### src/rtl/mips_alu_pkg.sv
// Shared constants for the MIPS execution stage: ALU operation codes and
// R-type funct field encodings.
package mips_alu_pkg;

    typedef enum logic [2:0] {
        ALU_AND = 3'b000,
        ALU_OR  = 3'b001,
        ALU_ADD = 3'b010,
        ALU_NOR = 3'b011,
        ALU_SUB = 3'b110,
        ALU_SLT = 3'b111
    } alu_op_e;

    localparam logic [5:0] FUNCT_ADD = 6'b100000;
    localparam logic [5:0] FUNCT_SUB = 6'b100010;
    localparam logic [5:0] FUNCT_AND = 6'b100100;
    localparam logic [5:0] FUNCT_OR  = 6'b100101;
    localparam logic [5:0] FUNCT_NOR = 6'b100111;
    localparam logic [5:0] FUNCT_SLT = 6'b101010;

endpackage

### src/rtl/mips_alu_unit_if.sv
// Operand/result bundle of the execution-stage arithmetic block; the
// master side drives operands and control, the slave side returns results.
interface mips_alu_unit_if;

    logic [1:0]  aluop;
    logic [5:0]  funct;
    logic [31:0] a;
    logic [31:0] b;
    logic [31:0] add_a;
    logic [31:0] add_b;
    logic        flag_we;
    logic [2:0]  gout;
    logic [31:0] result;
    logic        zero;
    logic [31:0] add_sum;
    logic        n_flag;
    logic        z_flag;
    logic        v_flag;

    modport master (
        output aluop, funct, a, b, add_a, add_b, flag_we,
        input  gout, result, zero, add_sum, n_flag, z_flag, v_flag
    );

    modport slave (
        input  aluop, funct, a, b, add_a, add_b, flag_we,
        output gout, result, zero, add_sum, n_flag, z_flag, v_flag
    );

endinterface

### src/rtl/mips_alu_unit_add32.sv
// General 32-bit wrap-around adder, shared by PC+4 and branch-target paths.
module add32 (
    input  logic [31:0] a_i,
    input  logic [31:0] b_i,
    output logic [31:0] sum_o
);

    assign sum_o = a_i + b_i;

endmodule

### src/rtl/mips_alu_unit.sv
// Execution-stage arithmetic: ALU-control decode, 32-bit ALU with zero
// detect, general adder, and a registered N/Z/V status-flag triple.
module mips_alu_unit
    import mips_alu_pkg::*;
(
    input  logic          clk,
    input  logic          reset,
    mips_alu_unit_if.slave bus
);

    alu_op_e     op_s;
    logic [31:0] sum_s;
    logic [31:0] diff_s;
    logic [31:0] result_s;
    logic        zero_s;
    logic        ovf_s;
    logic [31:0] add_sum_s;
    logic        n_q, z_q, v_q;
    logic        n_d, z_d, v_d;

    // aluop0 dominates aluop1, so 11 decodes as SUB like 01
    always_comb begin
        op_s = ALU_ADD;
        if (bus.aluop[0]) begin
            op_s = ALU_SUB;
        end else if (bus.aluop[1]) begin
            case (bus.funct)
                FUNCT_ADD: op_s = ALU_ADD;
                FUNCT_SUB: op_s = ALU_SUB;
                FUNCT_AND: op_s = ALU_AND;
                FUNCT_OR:  op_s = ALU_OR;
                FUNCT_NOR: op_s = ALU_NOR;
                FUNCT_SLT: op_s = ALU_SLT;
                default:   op_s = ALU_ADD;
            endcase
        end
    end

    assign sum_s  = bus.a + bus.b;
    assign diff_s = bus.a - bus.b;

    always_comb begin
        result_s = '0;
        ovf_s    = 1'b0;
        case (op_s)
            ALU_AND: result_s = bus.a & bus.b;
            ALU_OR:  result_s = bus.a | bus.b;
            ALU_NOR: result_s = ~(bus.a | bus.b);
            ALU_ADD: begin
                result_s = sum_s;
                ovf_s    = (bus.a[31] == bus.b[31]) && (sum_s[31] != bus.a[31]);
            end
            ALU_SUB: begin
                result_s = diff_s;
                ovf_s    = (bus.a[31] != bus.b[31]) && (diff_s[31] != bus.a[31]);
            end
            // true signed compare, not the sign of a-b, so overflow cannot flip it
            ALU_SLT: result_s = {31'd0, $signed(bus.a) < $signed(bus.b)};
            default: result_s = '0;
        endcase
    end

    assign zero_s = ~|result_s;

    add32 u_add32 (
        .a_i   (bus.add_a),
        .b_i   (bus.add_b),
        .sum_o (add_sum_s)
    );

    always_comb begin
        n_d = n_q;
        z_d = z_q;
        v_d = v_q;
        if (bus.flag_we) begin
            n_d = result_s[31];
            z_d = zero_s;
            v_d = ovf_s;
        end
    end

    always_ff @(posedge clk or posedge reset) begin
        if (reset) begin
            n_q <= 1'b0;
            z_q <= 1'b0;
            v_q <= 1'b0;
        end else begin
            n_q <= n_d;
            z_q <= z_d;
            v_q <= v_d;
        end
    end

    assign bus.gout    = op_s;
    assign bus.result  = result_s;
    assign bus.zero    = zero_s;
    assign bus.add_sum = add_sum_s;
    assign bus.n_flag  = n_q;
    assign bus.z_flag  = z_q;
    assign bus.v_flag  = v_q;

endmodule

### src/flat_wrapper.sv
// flat-port wrapper written by rule: the top's interface ports become plain ports
module mips_alu_unit_flat import mips_alu_pkg::*;
  (clk, reset, bus_aluop, bus_funct, bus_a, bus_b, bus_add_a, bus_add_b, bus_flag_we, bus_gout, bus_result, bus_zero, bus_add_sum, bus_n_flag, bus_z_flag, bus_v_flag);
  mips_alu_unit_if bus_i ();
  input  logic clk;
  input  logic reset;
  input wire logic [$bits(bus_i.aluop)-1:0] bus_aluop;
  input wire logic [$bits(bus_i.funct)-1:0] bus_funct;
  input wire logic [$bits(bus_i.a)-1:0] bus_a;
  input wire logic [$bits(bus_i.b)-1:0] bus_b;
  input wire logic [$bits(bus_i.add_a)-1:0] bus_add_a;
  input wire logic [$bits(bus_i.add_b)-1:0] bus_add_b;
  input wire logic [$bits(bus_i.flag_we)-1:0] bus_flag_we;
  output wire logic [$bits(bus_i.gout)-1:0] bus_gout;
  output wire logic [$bits(bus_i.result)-1:0] bus_result;
  output wire logic [$bits(bus_i.zero)-1:0] bus_zero;
  output wire logic [$bits(bus_i.add_sum)-1:0] bus_add_sum;
  output wire logic [$bits(bus_i.n_flag)-1:0] bus_n_flag;
  output wire logic [$bits(bus_i.z_flag)-1:0] bus_z_flag;
  output wire logic [$bits(bus_i.v_flag)-1:0] bus_v_flag;
  assign bus_i.aluop = bus_aluop;
  assign bus_i.funct = bus_funct;
  assign bus_i.a = bus_a;
  assign bus_i.b = bus_b;
  assign bus_i.add_a = bus_add_a;
  assign bus_i.add_b = bus_add_b;
  assign bus_i.flag_we = bus_flag_we;
  assign bus_gout = bus_i.gout;
  assign bus_result = bus_i.result;
  assign bus_zero = bus_i.zero;
  assign bus_add_sum = bus_i.add_sum;
  assign bus_n_flag = bus_i.n_flag;
  assign bus_z_flag = bus_i.z_flag;
  assign bus_v_flag = bus_i.v_flag;
  mips_alu_unit u_core (.clk(clk), .reset(reset), .bus(bus_i));
endmodule
### config.mk
export PLATFORM = sky130hd
export DESIGN_NAME = mips_alu_unit_flat
export DESIGN_NICKNAME = d
export VERILOG_FILES = /design/src/rtl/mips_alu_pkg.sv /design/src/rtl/mips_alu_unit_if.sv /design/src/rtl/mips_alu_unit_add32.sv /design/src/rtl/mips_alu_unit.sv /design/src/flat_wrapper.sv
export SDC_FILE = /design/constraint.sdc
export NUM_CORES = 1
export LEC_CHECK = 0
export CORE_ASPECT_RATIO = 2
export CORE_MARGIN = 3
export CORE_UTILIZATION = 40
export CTS_CLUSTER_SIZE = 12
export DETAILED_ROUTE_END_ITERATION = 12
export HOLD_SLACK_MARGIN = 0.05
export PLACE_DENSITY = 0.67
export SETUP_SLACK_MARGIN = 0.4
export SLEW_MARGIN = 20
export SYNTH_ARGS = -nofsm -noshare
export SYNTH_HDL_FRONTEND = slang
export SYNTH_SLANG_ARGS = --single-unit
### constraint.sdc
create_clock -name clk -period 6.9 [get_ports clk]
set_clock_uncertainty 0.05 [all_clocks]
set_input_delay 1.38 -clock clk [delete_from_list [all_inputs] [get_ports clk]]
set_output_delay 1.38 -clock clk [all_outputs]
set_load 0.02 [all_outputs]
## Word level (Yosys, flattened, before mapping)

Cells that the tools add are included.

| storage, ports and cells | value |
|---|---|
| word-level logic and storage cells | 34 |
| input bits | 139 |
| register bits | 3 |
| output and inout bits | 71 |

| cells by class | value |
|---|---|
| multiplexer cells | 5 |
| bitwise operators | 3 |
| reductions and logical operators | 5 |
| magnitude comparators | 1 |
| $add $sub $neg | 3 |
| eq/ne operators | 14 |

Operator list:

| kind | count |
|---|---|
| $pmux W32 S6 | 1 |
| $add A32 B32 Y32 | 2 |
| $and A32 B32 Y32 | 1 |
| $lt A32 B32 Y1 | 1 |
| $not A32 Y32 | 1 |
| $or A32 B32 Y32 | 1 |
| $reduce_or A32 Y1 | 1 |
| $sub A32 B32 Y32 | 1 |
| $eq A6 B6 Y1 const B | 5 |
| $pmux W3 S5 | 1 |
| $eq A3 B2 Y1 const B | 2 |
| $eq A3 B3 Y1 const B | 2 |
| $mux W3 | 2 |
| $eq A3 B1 Y1 const B | 1 |
| $logic_not A3 Y1 | 1 |
| $ne A1 B1 Y1 | 3 |
| $logic_and A1 B1 Y1 | 2 |
| $pmux W1 S2 | 1 |
| $eq A1 B1 Y1 | 1 |
| $logic_not A1 Y1 | 1 |

## Logic depth before layout (Yosys ltp)

Gate-level depths: netlist (run 1).

| depth | value |
|---|---|
| depth in word-level cells | 8 |
| mapped depth | 14 |
| mapped depth without buffers | 14 |

## Cells and area by module

From an unflattened synthesis (run 1), not the netlist that was laid out.

| unflattened totals | value |
|---|---|
| cells, all modules | 1133 |
| area total of the unflattened synthesis | 7697.4 µm² |

By module, submodules not included:

| module | times used | cells an instance | area each (µm²) | seq. area each (µm²) |
|---|---|---|---|---|
| mips_alu_unit | 1 | 892 | 5953.2 | 75.1 |
| add32 | 1 | 241 | 1744.2 | 0.0 |

## Worst setup path before layout (run 1)

OpenSTA, ideal clock, no wires.

| path | value |
|---|---|
| path kind | input-to-output |
| start | in bus_a[0] |
| end | out bus_zero |
| cell stages on the path | 14 |
| data arrival time | 4.981 ns |
| path buffers | 0 |
| required time | 5.470 ns |
| slack | 0.489 ns |
| cells stage by stage | inv_1 ha_1 fa_1 o21bai_1 a2111oi_2 or4_1 o211a_2 o21a_1 a2111oi_2 mux2_1 o22ai_1 or4b_1 nor4_1 and4_1 |

| between the ends | value |
|---|---|
| elaborated cells on any way between the ends | 9 |
| classes of those cells | 2 x add/sub; 1 x order compare; 1 x mux; 3 x bitwise; 2 x reduce/logical |

RTL lines:

| what | RTL line | source |
|---|---|---|
| start: declaration | flat_wrapper.sv:9 | `input wire logic [$bits(bus_i.a)-1:0] bus_a;` |
| $sub A32 B32 Y32 or $add A32 B32 Y32 (tied branches) | mips_alu_unit.sv:40, mips_alu_unit.sv:39 |  |
| $pmux W32 S6 (*) | mips_alu_unit.sv:45 | `case (op_s)` |
| named net bus_result[20] | flat_wrapper.sv:15 | `output wire logic [$bits(bus_i.result)-1:0] bus_result;` |
| $reduce_or A32 Y1 (*) | mips_alu_unit.sv:63 | `assign zero_s = ~\|result_s;` |
| $logic_not A1 Y1 (*) | mips_alu_unit.sv:63 |  |
| end: declaration | flat_wrapper.sv:16 | `output wire logic [$bits(bus_i.zero)-1:0] bus_zero;` |

Mark *: on every way through the listed nets, which the timed path passes. The rest lies on a longest branch.

## Final worst setup path (run 1)

| path | value |
|---|---|
| start | in bus_b[12] |
| end | out bus_zero |

| between the ends | value |
|---|---|
| cells in the longest elaborated chain, start to end | 5 |
| elaborated cells on any way between the ends | 9 |
| classes of those cells | 2 x add/sub; 1 x order compare; 1 x mux; 3 x bitwise; 2 x reduce/logical |

Ends and longest elaborated chain:

| what | RTL line | source |
|---|---|---|
| start: declaration | flat_wrapper.sv:10 | `input wire logic [$bits(bus_i.b)-1:0] bus_b;` |
| parallel branches: the longest is 2 deep, another holds $sub A32 B32 Y32 | -- |  |
| $pmux W32 S6 (*) | mips_alu_unit.sv:45 |  |
| $reduce_or A32 Y1 (*) | mips_alu_unit.sv:63 |  |
| $logic_not A1 Y1 (*) | mips_alu_unit.sv:63 |  |

Every way passes the cells marked *.

==> reports/metrics.yaml, run 1 <==
pwr:
  total_power_mw: 1.48
  power.density_nw_per_um2: 113
  peakVddDrop_mv: 0.0976
  p_leak_nw: 6.12
routing:
  wl_per_cell_um: 21.7
  ant_nets: 0
  vias_per_cell: 5.92
  wl_um: 41900
  drt_iter0_markers: 760
  dr_total_vias: 11458
  drt_pass1_iterations: 5
  drc: 0
min_path:
  worstHoldStart: "u_core.bus.z_flag$_DFFE_PP0P_"
  min_path_type: "register to register"
clocking:
  htreeDepth: 1
  clock_sinks: 3
  cts_buffer_depth: 2
  cts.clk_slew.worst_paths_ns: 0.03
  clk_latency_ns: 0.22
  ctsHoldBuffers: 0
  cts_buffers: 3
  clockRootBuffer: "clkbuf_16"
  tritoncts: "done"
cells_and_area:
  drive_gt1_share_pct: 27.8
  num-nets-final: 1955
  fin_area_sq_um: 13200
  areaGrowthSynthToFinish_pct: 72.2
  multiInputGateArea_sq_um: 7380
  fin_util_pct: 71.2
  fillers: 1608
  register_area_sq_um: 75.1
yosys:
  avgSynthCellArea_sq_um: 6.61
  ys_seq_elements: 3
  syn_area_sq_um: 7640
  syn_inst: 1155
  synth_edf_count: 0
  yosysWarnings: 0
  synth_seq_area_share_pct: 0.983
  async_reset_ff_share_pct: 100
  syn_nets: 1428
  synth-main-ff-cell: "dfrtp_1"
  synthDistinctLibCells: 83
critical_path:
  setup.worst_path.start: "bus_b[12]"
  worstSetupStartpointType: "input pin"
  worstPathRequired_ns: 5.47
  crit_path_max_fanout: 5
  cp.arrival_ns: 5.35
  r2r_start: "u_core.bus.v_flag$_DFFE_PP0P_"
  worst_setup_path_end_kind: "primary output"
  path_class: "input pin to primary output"
global_routing:
  grt_usage_pct: 38.5
  antenna_found_initial: 3
  grt_overflow: 0
  grt_pass1_vias: 11960
  grt_pass1_wl_um: 63600
  grt_start_max_net_pins: 27
sta:
  whs_ns: 0.494
  slew_violations: 0
  worst_slew_pin_slew_ns: 0.780
  finalSetupViolCount: 0
  final_hold_viol_count: 0
  fin_crit_sh_pct: 98.3
  fmax_mhz: 147
  maxSlewHeadroom_pct: 47.9
  fin_crit_ns: 6.78
  rsz0062_at_grt: "true"
die:
  fp-row-count: 70
  die_height_um: 201
  die_area_sq_um: 20900
  core-area_sq_um: 18500
  start_util_pct: 41.3
  die_x_um: 104
  pin_count: 210
job:
  maxCapViolCount: 0
status:
  status: "finished, final reports clean"
place:
  hpwlAfterDp_um: 35300
  gp_congestion: 1.06
  portBuffers: 209
  place_area_sq_um: 12500
[stage by stage]
| step | std cells | setup TNS, ns | setup WS (ns) |
|---|---|---|---|
| finish | 1936 | 0 | 0.119 |
| global route | 1936 | 0 | 0.0573 |
| CTS | 1930 | 0 | 0.172 |
| detailed placement | 1919 | -1.07 | -0.750 |
| global placement | 1919 | -0.928 | -0.675 |
| floorplan | 1155 | 0 | 0.489 |
[kinds of logic after synthesis]
family | share of synthesized area [%]
and+or+nand+nor | 23.1
adders and majority gates | 22.2
muxes | 0.983
DFF | 0.983
buffers and inverters | 8.93
AOI/OAI and AO/OA | 39.9
xor gates and xnor gates | 3.78
[critical path: stages]
cell	delay [ns]
clkdlybuf4s50_1	0.47
inv_1	0.08
ha_4	0.28
buf_4	0.15
and2_1	0.16
a221o_1	0.43
a211oi_2	0.31
buf_4	0.19
buf_4	0.11
o21ai_1	0.09
buf_4	0.18
buf_4	0.14
a221oi_2	0.25
o22ai_1	0.16
nand4b_1	0.27
nor4_2	0.29
and4_1	0.27
buf_6	0.13
[synth_stat cells, types with 18 or more instances]
cell | n | area (sq um)
a211oi_1 | 29 | 218
a21o_1 | 35 | 263
a21oi_1 | 112 | 561
clkbuf_1 | 34 | 128
ha_1 | 131 | 1640
inv_1 | 120 | 450
nand2_1 | 87 | 327
nand3_1 | 18 | 90.1
nor2_1 | 94 | 353
nor2b_1 | 21 | 131
nor3_1 | 27 | 135
nor4_1 | 20 | 125
o211ai_1 | 28 | 210
o21ai_0 | 71 | 355
o21bai_1 | 18 | 135
xnor2_1 | 27 | 236
[state kept, by name, indices dropped and copies added, names as in the netlist]
register           count
u_core.bus.n_flag      1
u_core.bus.v_flag      1
u_core.bus.z_flag      1
[final cells by class]
type,instances,share of cell area (%)
inverter,125,3.57
timing repair buffer,575,36.7
antenna,3,0.0571
clock buffer,4,0.599
sequential,3,0.571
tap,252,2.40
multi-input combinational,974,56.1
[cell usage in the layout, fill, tap and decap left out, drive strengths merged, types with 18 or more instances in the layout]
| cell type | Yosys | final |
|---|---|---|
| nor4 | 20 | 20 |
| o21ai | 77 | 77 |
| nor2 | 94 | 94 |
| nand3 | 18 | 18 |
| xnor2 | 27 | 27 |
| clkdlybuf4s50 | 0 | 189 |
| a211oi | 30 | 30 |
| nor3 | 27 | 27 |
| a21oi | 113 | 113 |
| ha | 131 | 131 |
| o21bai | 19 | 19 |
| buf | 18 | 367 |
| a21o | 35 | 35 |
| nand2 | 87 | 87 |
| nor2b | 21 | 21 |
| o211ai | 28 | 28 |
| inv | 125 | 125 |
[power by group]
group | switching [mW] | total (mW) | internal (mW)
Sequential | 0.00116 | 0.0207 | 0.0196
Combinational | 0.710 | 1.37 | 0.660
Clock | 0.0152 | 0.0914 | 0.0762
[routing by layer]
metal	share of wire, %	vias to the layer above	track usage, %
met5	0	-	0
met4	12	0	37.3
met3	5.8	256	5.39
met2	52	567	73.9
met1	29	5286	32.6
li1	-	5349	-
[worst paths after layout]
kind                                                  to  slack [ns]  cells past startpoint
max in group asynchronous  u_core.bus.z_flag$_DFFE_PP0P_        5.38                      2
hold / removal             u_core.bus.z_flag$_DFFE_PP0P_        0.49                      2
hold reg to reg            u_core.bus.z_flag$_DFFE_PP0P_        0.49                      2
setup reg to reg           u_core.bus.v_flag$_DFFE_PP0P_        6.19                      2
min in group asynchronous  u_core.bus.v_flag$_DFFE_PP0P_        1.29                      2
setup / recovery                                bus_zero        0.12                     18
[repair_timing]
item | in CTS | in global routing
setup buffers | 7 | 3
setup endpoints to repair | 25 | 21
gates resized for setup | 76 | 50
pin swaps | 27 | 15
Power figures use the tool's default switching activity.
==> run 2: changes to the inputs <==
Settings changed: RECOVER_POWER from default to 25.
==> reports/metrics.yaml, run 2 (same netlist as run 1, synthesis figures left out) <==
sta:
  fin_setup_tns_ns: 0
  fin_crit_sh_pct: 98.2
  rsz0062_at_grt: "true"
  worst_slew_pin_slew_ns: 0.789
  fin_crit_ns: 6.77
  final_hold_viol_count: 0
  whs_ns: 0.487
  fmax_mhz: 148
  finalSetupViolCount: 0
  maxSlewHeadroom_pct: 47.3
  slew_violations: 0
critical_path:
  r2r_cells: 2
  worst_setup_path_end_kind: "primary output"
  crit_cells: 18
  crit_path_max_fanout: 5
  worstPathRequired_ns: 5.47
  reg2reg_to: "u_core.bus.v_flag$_DFFE_PP0P_"
  path_class: "input pin to primary output"
  worst-path-buf-inv: 8
  worstPathCellList: "clkdlybuf4s50_1 > inv_1 > ha_4 > buf_4 > and2_1 > a221o_1 > a211oi_2 > buf_4 > buf_4 > o21ai_1 > buf_4 > buf_4 > a221oi_2 > o22ai_1 > nand4b_1 > nor4_2 > and4_1 > buf_6"
  slowest_delay_ns: 0.47
  path_delay_family: "buffers and inverters"
  path_common_cell: "buf_4"
  r2r_start: "u_core.bus.v_flag$_DFFE_PP0P_"
  r2r_setup_slack_ns: 6.20
  worstSetupStartpointType: "input pin"
  critPathSlowestCell: "clkdlybuf4s50_1"
  critical_path.endpoint: "bus_zero"
  setup.worst_path.start: "bus_b[12]"
  cp.arrival_ns: 5.34
status:
  status: "finished, final reports clean"
clocking:
  cts_buffer_depth: 2
  cts_buffers: 3
  cts.clk_slew.worst_paths_ns: 0.03
  clockRootBuffer: "clkbuf_16"
  clk_latency_ns: 0.22
  ctsHoldBuffers: 0
  htreeDepth: 1
  tritoncts: "done"
  clock_sinks: 3
global_routing:
  antenna_found_initial: 3
  use_met1_pct: 32.6
  grt_usage_pct: 38.5
  grt_start_max_net_pins: 27
  grt_pass1_wl_um: 63600
  met2_usage_pct: 73.9
  grt_overflow: 0
  use_met3_pct: 5.39
  top_usage_layer: "met2"
  grt_pass1_vias: 11960
cells_and_area:
  areaGrowthSynthToFinish_pct: 72.2
  layout_commonest_cell: "buf_4"
  num-nets-final: 1955
  drive_gt1_share_pct: 27.8
  final_cell_mix: "366 x buf_4, 176 x clkdlybuf4s50_1, 118 x ha_1"
die:
  start_util_pct: 41.3
  fp-row-count: 70
  die_x_um: 104
  core-area_sq_um: 18500
  die_height_um: 201
  die_area_sq_um: 20900
  pin_count: 210
place:
  portBuffers: 209
  hpwlAfterDp_um: 35300
  gp_congestion: 1.06
routing:
  drc: 0
  ant_nets: 0
  wl_um: 41900
  drt_iter0_markers: 752
  vias_per_cell: 5.92
  drt_pass1_iterations: 5
  dr_total_vias: 11454
  wl_per_cell_um: 21.6
pwr:
  total_power_mw: 1.48
  power.density_nw_per_um2: 112
  peakVddDrop_mv: 0.0972
  p_leak_nw: 6.13
min_path:
  min_path_type: "register to register"
job:
  maxCapViolCount: 0
==> run 2: area by class of cell <==
class | instances | area, sq um
multi-input cells | 974 | 7380
fillers | 1608 | 5330
repair buffers | 575 | 4830
inverters | 125 | 469
well taps | 252 | 315
clock buffers | 4 | 78.8
flip-flops and latches | 3 | 75.1
diodes | 3 | 7.51
==> run 2: worst reg2reg max path: stages, from the launching register on <==
cell and delay [ns]:
dfrtp_1 0.37, inv_1 0.06, o32ai_1 0.08
==> run 2: worst min-delay path by stage <==
stage | startpoint | to | slack (ns) | cells past startpoint
6_report | u_core.bus.z_flag$_DFFE_PP0P_ | u_core.bus.z_flag$_DFFE_PP0P_ | 0.49 | 2
5_1_grt | u_core.bus.n_flag$_DFFE_PP0P_ | u_core.bus.n_flag$_DFFE_PP0P_ | 0.51 | 2
4_1_cts | u_core.bus.z_flag$_DFFE_PP0P_ | u_core.bus.z_flag$_DFFE_PP0P_ | 0.50 | 2
3_5_place_dp | u_core.bus.n_flag$_DFFE_PP0P_ | u_core.bus.n_flag$_DFFE_PP0P_ | 0.47 | 2
3_3_place_gp | u_core.bus.n_flag$_DFFE_PP0P_ | u_core.bus.n_flag$_DFFE_PP0P_ | 0.46 | 2
2_1_floorplan | u_core.bus.z_flag$_DFFE_PP0P_ | u_core.bus.z_flag$_DFFE_PP0P_ | 0.56 | 2
==> run 2: through the flow <==
step | cell area [sq um] | instances | util [%] | setup WS, ns
floorplan | 7640 | 1155 | - | 0.489
global placement | 12500 | 1919 | 67.7 | -0.675
detailed placement | 12500 | 1919 | 67.7 | -0.750
CTS | 12900 | 1930 | 70.0 | 0.172
global route | 13200 | 1936 | 71.2 | 0.0573
finish | 13200 | 1936 | 71.2 | 0.126
==> run 2: power by group <==
| part | total (mW) | internal [mW] | switching (mW) | leakage (nW) |
|---|---|---|---|---|
| combinational | 1.37 | 0.656 | 0.709 | 6.06 |
| sequential | 0.0207 | 0.0196 | 0.00115 | 0.0376 |
| clock | 0.0915 | 0.0762 | 0.0153 | 0.0382 |
| total | 1.48 | 0.752 | 0.726 | 6.13 |
==> run 2: repair_timing <==
item / in CTS / in global routing
buffers inserted: 7 / 3
resized for setup: 76 / 50
pin swaps: 27 / 15
endpoints found under the setup margin: 25 / 21
==> run 2: routing by layer <==
layer	share of wire, %	vias to the layer above	wire length [um]
li1	-	5350	-
met1	29	5256	12300
met2	52	587	22000
met3	5.7	261	2390
met4	12	0	5210
met5	0	-	0
